### src/rtl/uart_nic_arbiter.sv
// rtl/uart_nic_arbiter.sv - shares one UART controller between two clients: round-robin TX holding buffers, routed RX delivery
module uart_nic_arbiter #(
  parameter int TX_HOLDOFF = 4,
  parameter int DATA_W     = 8
) (
  input  logic              clk,
  input  logic              rst,
  input  logic              c0_wr,
  input  logic [DATA_W-1:0] c0_data,
  output logic              c0_busy,
  output logic              c0_ovf,
  input  logic              c1_wr,
  input  logic [DATA_W-1:0] c1_data,
  output logic              c1_busy,
  output logic              c1_ovf,
  output logic              c0_rx_valid,
  output logic              c1_rx_valid,
  output logic [DATA_W-1:0] rx_data,
  input  logic              c0_rx_ack,
  input  logic              c1_rx_ack,
  input  logic [1:0]        rx_route,
  output logic [7:0]        rx_drop_cnt,
  output logic [DATA_W-1:0] nic_data_in,
  output logic              nic_write,
  input  logic              nic_tx_ready,
  input  logic [DATA_W-1:0] nic_data_out,
  input  logic              nic_rx_i,
  output logic              nic_read
);

  localparam int HOLD_W = (TX_HOLDOFF > 1) ? $clog2(TX_HOLDOFF) : 1;
  localparam logic [HOLD_W-1:0] HOLD_LAST = HOLD_W'(TX_HOLDOFF - 1);

  typedef enum logic [1:0] {T_IDLE, T_ISSUE, T_HOLD} tx_state_t;
  typedef enum logic [1:0] {R_IDLE, R_DELIVER, R_WAIT} rx_state_t;

  tx_state_t         tx_state, tx_next;
  rx_state_t         rx_state, rx_next;
  logic [DATA_W-1:0] c0_buf, c1_buf;
  logic              rr_ptr;
  logic              grant;
  logic              grant_next;
  logic              tx_start;
  logic [HOLD_W-1:0] hold_cnt;
  logic              rx_capture;
  logic [1:0]        route_q;
  logic              c0_valid_next, c1_valid_next;

  // TX holding buffers; a write into a full buffer only raises the sticky overflow flag
  always_ff @(posedge clk) begin
    if (rst) begin
      c0_busy <= 1'b0;
      c1_busy <= 1'b0;
      c0_ovf  <= 1'b0;
      c1_ovf  <= 1'b0;
      c0_buf  <= '0;
      c1_buf  <= '0;
    end else begin
      if (tx_state == T_ISSUE && !grant) c0_busy <= 1'b0;
      if (tx_state == T_ISSUE && grant)  c1_busy <= 1'b0;
      if (c0_wr) begin
        if (c0_busy) begin
          c0_ovf <= 1'b1;
        end else begin
          c0_buf  <= c0_data;
          c0_busy <= 1'b1;
        end
      end
      if (c1_wr) begin
        if (c1_busy) begin
          c1_ovf <= 1'b1;
        end else begin
          c1_buf  <= c1_data;
          c1_busy <= 1'b1;
        end
      end
    end
  end

  always_comb begin
    tx_next    = tx_state;
    tx_start   = 1'b0;
    nic_write  = 1'b0;
    grant_next = (c0_busy && c1_busy) ? rr_ptr : c1_busy;
    case (tx_state)
      T_IDLE: begin
        if (nic_tx_ready && (c0_busy || c1_busy)) begin
          tx_start = 1'b1;
          tx_next  = T_ISSUE;
        end
      end
      T_ISSUE: begin
        nic_write = 1'b1;
        tx_next   = T_HOLD;
      end
      T_HOLD: begin
        if (hold_cnt == HOLD_LAST) tx_next = T_IDLE;
      end
      default: tx_next = T_IDLE;
    endcase
  end

  // nic_data_in is loaded at grant time and held until the next grant
  always_ff @(posedge clk) begin
    if (rst) begin
      tx_state    <= T_IDLE;
      rr_ptr      <= 1'b0;
      grant       <= 1'b0;
      hold_cnt    <= '0;
      nic_data_in <= '0;
    end else begin
      tx_state <= tx_next;
      if (tx_start) begin
        grant       <= grant_next;
        nic_data_in <= grant_next ? c1_buf : c0_buf;
      end
      if (tx_state == T_ISSUE) begin
        rr_ptr   <= ~grant;
        hold_cnt <= '0;
      end else if (tx_state == T_HOLD) begin
        hold_cnt <= hold_cnt + 1'b1;
      end
    end
  end

  always_comb begin
    rx_next       = rx_state;
    rx_capture    = 1'b0;
    c0_valid_next = c0_rx_valid & ~c0_rx_ack;
    c1_valid_next = c1_rx_valid & ~c1_rx_ack;
    case (rx_state)
      R_IDLE: begin
        if (nic_rx_i) begin
          rx_capture = 1'b1;
          rx_next    = R_DELIVER;
        end
      end
      R_DELIVER: begin
        if (!c0_valid_next && !c1_valid_next) rx_next = R_WAIT;
      end
      R_WAIT:  rx_next = R_IDLE;
      default: rx_next = R_IDLE;
    endcase
  end

  // valids rise together with the captured byte; route is frozen for the byte in flight
  always_ff @(posedge clk) begin
    if (rst) begin
      rx_state    <= R_IDLE;
      rx_data     <= '0;
      route_q     <= 2'b00;
      c0_rx_valid <= 1'b0;
      c1_rx_valid <= 1'b0;
      nic_read    <= 1'b0;
      rx_drop_cnt <= 8'h00;
    end else begin
      rx_state <= rx_next;
      nic_read <= rx_capture;
      if (rx_capture) begin
        rx_data     <= nic_data_out;
        route_q     <= rx_route;
        c0_rx_valid <= rx_route[0];
        c1_rx_valid <= rx_route[1];
      end else begin
        c0_rx_valid <= c0_valid_next;
        c1_rx_valid <= c1_valid_next;
      end
      if (rx_state == R_DELIVER && route_q == 2'b00 && rx_drop_cnt != 8'hFF)
        rx_drop_cnt <= rx_drop_cnt + 8'h01;
    end
  end

endmodule

### config.mk
export PLATFORM = sky130hd
export DESIGN_NAME = uart_nic_arbiter
export DESIGN_NICKNAME = d
export VERILOG_FILES = /design/src/rtl/uart_nic_arbiter.sv
export SDC_FILE = /design/constraint.sdc
export NUM_CORES = 1
export LEC_CHECK = 0
export BUFFER_PORTS_ARGS = -buffer_cell sky130_fd_sc_hd__buf_4
export CAP_MARGIN = 20
export CORE_AREA = 8 8 82 84
export DETAILED_ROUTE_END_ITERATION = 8
export DIE_AREA = 0 0 90 92
export PLACE_DENSITY_LB_ADDON = 0.15
export SLEW_MARGIN = 15
export SYNTH_ARGS = -nofsm -noshare
export SYNTH_HDL_FRONTEND = slang
export SYNTH_SLANG_ARGS = --single-unit
export TNS_END_PERCENT = 10
### constraint.sdc
create_clock -name clk -period 3 [get_ports clk]
set_clock_uncertainty 0.2 [all_clocks]
set_input_delay 0.15 -clock clk [delete_from_list [all_inputs] [get_ports clk]]
set_output_delay 0.15 -clock clk [all_outputs]
set_load 0.1 [all_outputs]
==> qor.yml <==
cells_and_area:
  stdcell_count: 446
  drive_gt1_share_pct: 24.06
  multi_input_area_um2: 1102
  fillers: 484
  antenna_cells: 0
  final_nets: 405
  final_util_pct: 62.73
  syn_to_final_growth_pct: 45.15
  seq_area_um2: 1141
placed_design:
  dp_hpwl_um: 4048
  place_inst: 399
  gp_congestion: 0.7431
  io_buffers: 65
clocking:
  ctsResizeCount: 0
  numCtsBuffers: 9
  cts_num_sinks: 57
  path_clk_slew_ns: 0.07
  clk_latency_ns: 0.33
  clk_path_buf_depth: 2
  post_cts_buffers: 0
  cts_root_buffer: "clkbuf_8"
  htreeDepth: 3
  cts_tree: "done"
worst_setup_path:
  required_ns: 3.02
  crit_chain: "or3b_2 > nand2_1 > a21oi_1 > dlygate4sd3_1"
  cp_top_family: "simple AND/OR/NAND/NOR gates"
  crit_fanout: 14
  max_stage_delay_ns: 0.63
  arrival_ns: 2.04
  crit_buf_inv: 1
  start_kind: "flip-flop"
  cp_slowest_cell: "or3b_2"
  path_class: "reg -> reg"
  end_kind: "flip-flop"
timing:
  setup_violations: 0
  fin_setup_tns_ns: 0
  timing.final.crit_period_ns: 2.024
  hold_violations: 0
  relSlewSlack_pct: 42.09
  period_share_pct: 67.47
  report.final.slew_viol_count: 0
  fmax_mhz: 494.1
  rsz0062_at_grt: "no"
  tightestPinTransition_ns: 0.8668
pwr:
  power_leakage_uw: 0.001381
  ir_drop_uv: 432.4
  p_per_area_nw_per_um2: 615.0
die:
  core-area_um2: 5405
  floorplan.initialDensity_pct: 43.22
  die-area_um2: 8280
  die_h_um: 92
  rows: 27
  die_x_um: 90
  io_pins: 66
yosys:
  ys_warn_count: 0
  synth_seq_cells: 57
  yosys.area.top_type_share_pct: 48.85
  synth_cells: 279
  yosysTopAreaCell: "dfxtp_1"
  synthesis.area_um2: 2336
  yosys-top-cells-area: "dfxtp_1 (49%), a21oi_1 (9.6%), nand2_1 (9.5%), a311oi_1 (3.4%), nand3b_1 (2.6%)"
  synth_area_per_cell_um2: 8.373
  yosysUniqueCellTypes: 39
  yosysSeqAreaShare_pct: 48.85
  syn-num-nets: 315
global_route:
  grt_pass1_vias: 2219
  grt_overflow_total: 0
  grt_max_degree: 60
  grt_pass1_wl_um: 10310
  antenna_found_initial: 0
  grt_use_total_pct: 14.90
hold_path:
  hp-class: "in -> reg"
drt:
  drtAntennaViolNets: 0
  drtPass1Iterations: 4
  routed_wl_um: 6207
  via_count: 2263
  viasPerCell: 5.074
  routedWlPerCell_um: 13.92
  drc: 0
  drtIter0Drc: 71
status:
  status: "finished clean"
job:
  cap_violations: 0
report_power, final:
group	internal, uW	total [uW]	leakage [uW]	switching [uW]
Clock	510	817	0.000115	307
Sequential	803	837	0.000467	34.7
Combinational	137	431	0.000799	295
per-stage QoR:
stage,hold WS [ns],power (uW),setup WS (ns),instance area [um2]
after floorplan,0.08596,1148,0.6708,2336
after global placement,0.1968,1249,1.068,2851
after detailed placement,0.2051,1253,1.029,2851
after CTS,0.01427,2099,0.9848,3391
after global routing,0.03414,2172,0.8445,3391
final,0.02428,2085,0.9759,3391
cell type report:
cell class	instances	area share (%)
multi-input cells	198	32.51
clock inverters	5	2.288
well taps	72	2.657
clock buffers	11	4.465
inverters	6	0.6642
flip-flops and latches	57	33.65
repair buffers	97	23.76
sequential cells by signal, indices dropped and copies added (netlist names):
register     count
c1_ovf           1
c1_busy          1
c0_busy          1
rr_ptr           1
nic_data_in      8
c1_buf           8
c0_ovf           1
tx_state         2
grant            1
route_q          2
rx_state         2
c1_rx_valid      1
rx_data          8
c0_buf           8
hold_cnt         2
c0_rx_valid      1
rx_drop_cnt      8
nic_read         1
routing by layer:
layer  up-vias  track usage [%]  share of wire [%]
met1      1045            17.08                 44
met5         -                0                  0
met3        12            4.482                5.2
met2        54            24.79                 49
met4         0            7.490                1.7
li1       1152                -                  -
tightest hold or removal path: cells and delay by family:
kind	cells	cell delay, ns
buffers and inverters	1	0.11
and+or+nand+nor	2	0.26
logic make-up (layout without fill, tap and decap cells):
family / after synthesis / count (layout) / synth area share [%]
AOI/OAI and AO/OA: 77 / 77 / 19.60
xor gates and xnor gates: 1 / 1 / 0.3750
adders and majority gates: 2 / 2 / 1.071
buffers and inverters: 24 / 119 / 3.963
DFF: 57 / 57 / 48.85
muxes: 5 / 5 / 2.303
and+or+nand+nor: 113 / 113 / 23.84
cells in the mapped netlist, drive strengths merged:
master	instances
o31ai	1
nor2b	8
o311ai	1
mux2	3
nor4	3
a21oi	45
dfxtp	57
nand2b	4
inv	6
nand3	4
and3	1
xnor2	1
o21bai	2
buf	4
o31a	1
or3b	3
o41ai	1
nor3	1
clkbuf	14
o21ai	10
ha	2
or2	2
o21a	1
nand2	59
a21o	1
nor3b	4
o311a	1
and4	1
nor2	12
nand3b	8
or4b	1
mux2i	2
a211oi	4
a311oi	9
or3	2
worst paths after layout:
path	start	end	slack [ns]	depth (start not counted)
max	rx_state[0]	c1_rx_valid	0.98	4
min reg2reg	rx_data[6]	rx_data[6]	0.26	2
min	nic_tx_ready	tx_state[0]	0.02	3
max reg2reg	rx_state[0]	c1_rx_valid	0.98	4
cell usage in the layout, fill, tap and decap left out, types with 3 or more instances in the layout:
cell and instances:
nand2_1 59, or3b_2 3, nand3_1 4, a21oi_1 45
clkbuf_8 11, a211oi_1 4, mux2_2 3, nor2b_1 8
nand3b_1 8, o21ai_0 10, nand2b_1 4, buf_4 66
dlygate4sd3_1 31, nor2_1 12, a311oi_1 9, nor4_1 3
nor3b_1 3, inv_1 6, dfxtp_1 57
repair_timing:
action	in CTS	in global routing
endpoints found under the setup margin	0	0
hold endpoints to repair	33	0
hold buffers	31	0
Power figures use the tool's default switching activity.
